### config.mk
export PLATFORM = sky130hd
export DESIGN_NAME = mem_port_arbiter
export DESIGN_NICKNAME = d
export VERILOG_FILES = /design/src/rtl/mem_port_pkg.sv /design/src/rtl/mem_port_lat_cnt.sv /design/src/rtl/mem_port_arbiter.sv
export SDC_FILE = /design/constraint.sdc
export NUM_CORES = 1
export LEC_CHECK = 0
export ABC_AREA = 1
export CELL_PAD_IN_SITES_DETAIL_PLACEMENT = 0
export CELL_PAD_IN_SITES_GLOBAL_PLACEMENT = 1
export CORE_UTILIZATION = 33
export DETAILED_ROUTE_END_ITERATION = 10
export PLACE_DENSITY = 0.93
export SYNTH_ARGS = -nofsm -noshare
export SYNTH_HDL_FRONTEND = slang
export SYNTH_SLANG_ARGS = --single-unit
### constraint.sdc
create_clock -name clock_i -period 4.44 [get_ports clock_i]
set_clock_uncertainty 0.1 [all_clocks]
set_input_delay 0.888 -clock clock_i [delete_from_list [all_inputs] [get_ports clock_i]]
set_output_delay 0.888 -clock clock_i [all_outputs]
set_load 0.01 [all_outputs]
### src/rtl/mem_port_pkg.sv
// Shared types and constants for the unified memory-port arbiter.
// Holds the FSM state encoding, the owner encoding and the latency counter width.
package mem_port_pkg;

    typedef enum logic [1:0] {
        IDLE  = 2'd0,
        READ  = 2'd1,
        WRITE = 2'd2,
        ACK   = 2'd3
    } arb_state_t;

    localparam logic OWNER_IF = 1'b0;
    localparam logic OWNER_LS = 1'b1;

    localparam int CNT_W = 4;

endpackage

### src/rtl/mem_port_lat_cnt.sv
// Loadable down-counter with zero flag; times the memory read latency.
// Kept generic so cache or bus-wait logic can reuse it.
module mem_port_lat_cnt
    import mem_port_pkg::*;
(
    input  logic             clk_i,
    input  logic             rst_ni,
    input  logic             load_i,
    input  logic [CNT_W-1:0] load_val_i,
    input  logic             dec_i,
    output logic [CNT_W-1:0] cnt_o,
    output logic             zero_o
);

    logic [CNT_W-1:0] cnt_q, cnt_d;

    always_comb begin
        cnt_d = cnt_q;
        if (load_i) begin
            cnt_d = load_val_i;
        end else if (dec_i && (cnt_q != '0)) begin
            cnt_d = cnt_q - 1'b1;
        end
    end

    always_ff @(posedge clk_i or negedge rst_ni) begin
        if (!rst_ni) begin
            cnt_q <= '0;
        end else begin
            cnt_q <= cnt_d;
        end
    end

    assign cnt_o  = cnt_q;
    assign zero_o = (cnt_q == '0);

endmodule

### src/rtl/mem_port_arbiter.sv
// Arbitrates the single memory port between instruction fetch and load/store.
// Define MEM_PORT_ARB_RR_EN for round-robin arbitration; default is fixed LS-over-IF priority.
//
// state | meaning
// IDLE  | no access; arbitrate and latch the winner's address/data
// READ  | memory address driven; wait out the read latency, capture data
// WRITE | single-cycle memory write
// ACK   | one-cycle acknowledge to the owner
module mem_port_arbiter
    import mem_port_pkg::*;
#(
    parameter int unsigned ADDR_W = 32,
    parameter int unsigned DATA_W = 32,
    parameter int unsigned RD_LAT = 1
) (
    input  logic              clock_i,
    input  logic              reset_ni,
    input  logic              if_req_i,
    input  logic [ADDR_W-1:0] if_addr_i,
    output logic              if_ack_o,
    output logic [DATA_W-1:0] if_rdata_o,
    input  logic              ls_req_i,
    input  logic              ls_we_i,
    input  logic [ADDR_W-1:0] ls_addr_i,
    input  logic [DATA_W-1:0] ls_wdata_i,
    output logic              ls_ack_o,
    output logic [DATA_W-1:0] ls_rdata_o,
    output logic [ADDR_W-1:0] mem_addr_o,
    output logic [DATA_W-1:0] mem_wdata_o,
    output logic              mem_wr_o,
    input  logic [DATA_W-1:0] mem_rdata_i,
    output logic              owner_o,
    output logic              busy_o,
    output logic [1:0]        state_o
);

    arb_state_t        state_q, state_d;
    logic              owner_q, owner_d;
    logic [ADDR_W-1:0] addr_q, addr_d;
    logic [DATA_W-1:0] wdata_q, wdata_d;
    logic [DATA_W-1:0] if_rdata_q, if_rdata_d;
    logic [DATA_W-1:0] ls_rdata_q, ls_rdata_d;

    logic              grant_ls, grant_if;
    logic              cnt_load, cnt_dec, cnt_zero;
    logic [CNT_W-1:0]  cnt_val;

`ifdef MEM_PORT_ARB_RR_EN
    logic last_owner_q, last_owner_d;

    // On a collision the requester that did not win last time goes first.
    always_comb begin
        grant_ls = ls_req_i && (!if_req_i || (last_owner_q == OWNER_IF));
        grant_if = if_req_i && !grant_ls;
    end

    always_comb begin
        last_owner_d = last_owner_q;
        if (state_q == IDLE) begin
            if (grant_ls) begin
                last_owner_d = OWNER_LS;
            end else if (grant_if) begin
                last_owner_d = OWNER_IF;
            end
        end
    end

    always_ff @(posedge clock_i or negedge reset_ni) begin
        if (!reset_ni) begin
            last_owner_q <= OWNER_LS;
        end else begin
            last_owner_q <= last_owner_d;
        end
    end
`else
    always_comb begin
        grant_ls = ls_req_i;
        grant_if = if_req_i && !ls_req_i;
    end
`endif

    always_comb begin
        state_d    = state_q;
        owner_d    = owner_q;
        addr_d     = addr_q;
        wdata_d    = wdata_q;
        if_rdata_d = if_rdata_q;
        ls_rdata_d = ls_rdata_q;
        cnt_load   = 1'b0;
        cnt_dec    = 1'b0;
        case (state_q)
            IDLE: begin
                if (grant_ls) begin
                    owner_d = OWNER_LS;
                    addr_d  = ls_addr_i;
                    wdata_d = ls_wdata_i;
                    if (ls_we_i) begin
                        state_d = WRITE;
                    end else begin
                        state_d  = READ;
                        cnt_load = 1'b1;
                    end
                end else if (grant_if) begin
                    owner_d  = OWNER_IF;
                    addr_d   = if_addr_i;
                    state_d  = READ;
                    cnt_load = 1'b1;
                end
            end
            READ: begin
                if (cnt_zero) begin
                    if (owner_q == OWNER_LS) begin
                        ls_rdata_d = mem_rdata_i;
                    end else begin
                        if_rdata_d = mem_rdata_i;
                    end
                    state_d = ACK;
                end else begin
                    cnt_dec = 1'b1;
                end
            end
            WRITE: state_d = ACK;
            ACK:   state_d = IDLE;
            default: state_d = IDLE;
        endcase
    end

    always_ff @(posedge clock_i or negedge reset_ni) begin
        if (!reset_ni) begin
            state_q    <= IDLE;
            owner_q    <= OWNER_IF;
            addr_q     <= '0;
            wdata_q    <= '0;
            if_rdata_q <= '0;
            ls_rdata_q <= '0;
        end else begin
            state_q    <= state_d;
            owner_q    <= owner_d;
            addr_q     <= addr_d;
            wdata_q    <= wdata_d;
            if_rdata_q <= if_rdata_d;
            ls_rdata_q <= ls_rdata_d;
        end
    end

    mem_port_lat_cnt u_lat_cnt (
        .clk_i      (clock_i),
        .rst_ni     (reset_ni),
        .load_i     (cnt_load),
        .load_val_i (CNT_W'(RD_LAT - 1)),
        .dec_i      (cnt_dec),
        .cnt_o      (cnt_val),
        .zero_o     (cnt_zero)
    );

    // Every output is a register or a decode of state_q; nothing passes straight from an input.
    assign mem_addr_o  = addr_q;
    assign mem_wdata_o = wdata_q;
    assign mem_wr_o    = (state_q == WRITE);
    assign if_ack_o    = (state_q == ACK) && (owner_q == OWNER_IF);
    assign ls_ack_o    = (state_q == ACK) && (owner_q == OWNER_LS);
    assign if_rdata_o  = if_rdata_q;
    assign ls_rdata_o  = ls_rdata_q;
    assign owner_o     = owner_q;
    assign busy_o      = (state_q != IDLE);
    assign state_o     = state_q;

    logic unused_cnt;
    assign unused_cnt = ^cnt_val;

endmodule

==> insert_results.sql <==
INSERT INTO impl_metrics (metric_group, metric, value, unit) VALUES
('power_and_ir_drop', 'p_sw', '0.00218', 'W'),
('grt', 'pin_count_of_the_biggest_net_entering_global_routing', '111', ''),
('sta', 'max_freq', '350', 'MHz'),
('power_and_ir_drop', 'p_int', '0.00417', 'W'),
('routing', 'firstDrtPassIters', '4', ''),
('sta', 'final-hold-violation-count', '0', ''),
('layout', 'antenna-diode-count', '0', ''),
('grt', 'highest_utilization_routing_layer_at_the_global_route_stage', 'met2', ''),
('placement', 'detailed_place.area', '0.00842', 'mm^2'),
('worst_setup_path', 'arrival', '1870', 'ps'),
('placement', 'dp_hpwl', '10500', 'um'),
('logic_synthesis', 'post_synth_instance_area', '0.00570', 'mm^2'),
('logic_synthesis', 'synth_area_per_cell', '10.4', 'um^2'),
('grt', 'first_global_vias', '4768', ''),
('power_and_ir_drop', 'share_seq_of_total_power', '34.2', '%'),
('worst_setup_path', 'crit_required', '3450', 'ps'),
('hold_path', 'min-delay-path-class', 'reg -> reg', ''),
('power_and_ir_drop', 'clockPowerShare', '19.7', '%'),
('power_and_ir_drop', 'pwr-share-comb', '46.1', '%'),
('worst_setup_path', 'rrSetupSlack', '2230', 'ps'),
('grt', 'grt_use_met1', '20.9', '%'),
('routing', 'drtIter0Drc', '192', ''),
('worst_setup_path', 'timing.setup.critical_path_class', 'reg -> out', ''),
('floorplan', 'pin_count', '268', ''),
('routing', 'drt_drc_violations_left', '0', ''),
('clock_tree', 'post_cts_resized', '0', ''),
('grt', 'grtUsageMet2', '27.7', '%'),
('layout', 'synthesis_to_finish_area_growth', '56.9', '%'),
('grt', 'global_route.usage.met3', '6.54', '%'),
('routing', 'routed_via_density', '4.53', ''),
('sta', 'worst-slew-pin-transition', '988', 'ps'),
('floorplan', 'initial_core_util', '34.2', '%'),
('sta', 'rsz0062_at_grt', 'false', ''),
('clock_tree', 'worst_skew_pair.late_latency', '410', 'ps'),
('sta', 'relSlewSlack', '34.1', '%'),
('logic_synthesis', 'yosysWarnings', '0', ''),
('power_and_ir_drop', 'leakagePower', '3.97', 'nW'),
('grt', 'grt_overflow_total', '0', ''),
('clock_tree', 'clock_tree.htree_level_count', '4', ''),
('logic_synthesis', 'synth.ff_latch_count', '135', ''),
('layout', 'drive_above_1_share', '12.9', '%'),
('hold_path', 'min_delay_path_depth', '2', ''),
('layout', 'finish.instance_area', '0.00895', 'mm^2'),
('clock_tree', 'clock_sinks', '135', ''),
('logic_synthesis', 'synth_cell_type_count', '23', ''),
('power_and_ir_drop', 'p_per_area', '709', 'mW/mm^2'),
('outcome', 'outcome', 'finished clean', ''),
('grt', 'wire_length_of_the_first_global_routing_pass', '23800', 'um'),
('grt', 'grt_use_total', '17.2', '%'),
('clock_tree', 'post-cts-setup-buffer-count', '0', ''),
('routing', 'routed_wl', '14700', 'um'),
('floorplan', 'floorplan.die_area', '0.0178', 'mm^2'),
('clock_tree', 'cts-buffers-inserted', '17', ''),
('routing', 'avgRoutedWirePerCell', '14.1', 'um'),
('grt', 'grt_antenna_before_repair', '0', ''),
('sta', 'tns', '0', 'ps'),
('placement', 'gpl.final_weighted_congestion', '0.774', ''),
('power_and_ir_drop', 'netSwitchingFraction', '34.3', '%'),
('floorplan', 'die_x', '133', 'um'),
('logic_synthesis', 'syn_nets', '686', ''),
('routing', 'ant_nets', '0', ''),
('clock_tree', 'cts_hold_buf', '0', ''),
('floorplan', 'coreArea', '0.0167', 'mm^2'),
('clock_tree', 'clkSlewWorstSetupHoldPaths', '60', 'ps'),
('hold_path', 'timing.hold.worst.start', 'if_rdata_o[1]$_DFFE_PN0P_', ''),
('clock_tree', 'tritoncts_clock_tree', 'yes', ''),
('placement', 'buffers_on_ports', '267', ''),
('floorplan', 'core.rowCount', '47', ''),
('logic_synthesis', 'post_synthesis_sequential_area_ratio', '59.2', '%'),
('routing', 'detailroute.via_count', '4703', ''),
('sta', 'post-route-period-util', '64.3', '%');
cell families (layout without fill, tap and decap cells):
family / count (synthesis) / after routing / synth area share, %
and+or+nand+nor: 198 / 198 / 14.0
adders and majority gates: 6 / 6 / 1.32
AOI/OAI and AO/OA: 102 / 102 / 11.6
muxes: 32 / 32 / 6.32
DFF: 135 / 135 / 59.2
buffers and inverters: 74 / 346 / 7.48
worst max path at each step:
stage                      startpoint                         end  slack (ps)  cells past startpoint
2_1_floorplan                ls_req_i  mem_wdata_o[0]$_DFFE_PN0P_        2580                      4
3_3_place_gp                 ls_req_i  mem_addr_o[26]$_DFFE_PN0P_        1370                      6
3_5_place_dp                 ls_req_i  mem_addr_o[26]$_DFFE_PN0P_        1240                      6
4_1_cts        state_o[0]$_DFFE_PN0P_                      busy_o        1540                      4
5_1_grt                      ls_req_i  mem_addr_o[30]$_DFFE_PN0P_        1490                      6
6_report       state_o[0]$_DFFE_PN0P_                      busy_o        1590                      4
cells in the mapped netlist, drive strengths merged:
master	n	share of area, %
buf	26	4.3
a21boi	1	0.13
nand4	2	0.22
clkinv	1	0.088
ha	6	1.3
o21ai	68	7.9
a31oi	33	3.6
inv	44	2.9
nand2	149	9.9
mux2	32	6.3
clkbuf	3	0.20
nand3	8	1.1
dfrtp	135	59
nor2	39	2.8
per-stage QoR:
stage / hold slack, ps / total power, W / instances / util [%] / setup slack [ps]
floorplan: 416 / 0.00363 / 547 / - / 2580
global placement: 362 / 0.00509 / 1008 / 50.4 / 1370
detailed placement: 367 / 0.00515 / 1008 / 50.4 / 1240
CTS: 381 / 0.00644 / 1039 / 53.6 / 1540
global route: 394 / 0.00679 / 1039 / 53.6 / 1490
finish: 381 / 0.00635 / 1039 / 53.6 / 1590
sequential cells by signal (all words and copies together) (netlist names):
register	flops
u_lat_cnt.cnt_o	4
mem_addr_o	32
mem_wdata_o	32
ls_rdata_o	32
owner_o	1
state_o	2
if_rdata_o	32
critical path: stages (launching register included):
cell and delay, ps:
dfrtp_1 420, inv_1 110, ha_1 270, inv_2 100, clkdlybuf4s50_1 550
area by class of cell:
cell class	count	area (um^2)
multi-input combinational	338	1900
sequential	135	3380
clock inverter	14	103
clock buffer	17	425
tap	220	275
inverter	45	170
fill	1540	7750
timing repair buffer	270	2700
power by group through the flow:
stage	sequential, W	combinational, W	clock [W]
after CTS	0.00218	0.00297	0.00129
after floorplan	0.00244	0.00119	0
after global routing	0.00225	0.00318	0.00135
after detailed placement	0.00219	0.00297	0
final	0.00217	0.00293	0.00125
after global placement	0.00217	0.00292	0
layer usage:
layer  part of all wire, %  vias to the layer above
li1                      -                     2299
met1                    42                     2184
met2                    47                      203
met3                   9.3                       17
met4                   1.6                        0
met5                     0                        -
cells in the final DEF (no fill, tap or decap), drive strengths merged:
master and instances:
inv 47, a21boi 1, nor2 39, dfrtp 135, nand2 149, ha 6, mux2 32, o21ai 68
nand4 2, clkbuf 17, nand3 8, clkinvlp 3, buf 4, clkinv 9, a31oi 33, clkdlybuf4s50 266
(Power assumes the default switching activity.)
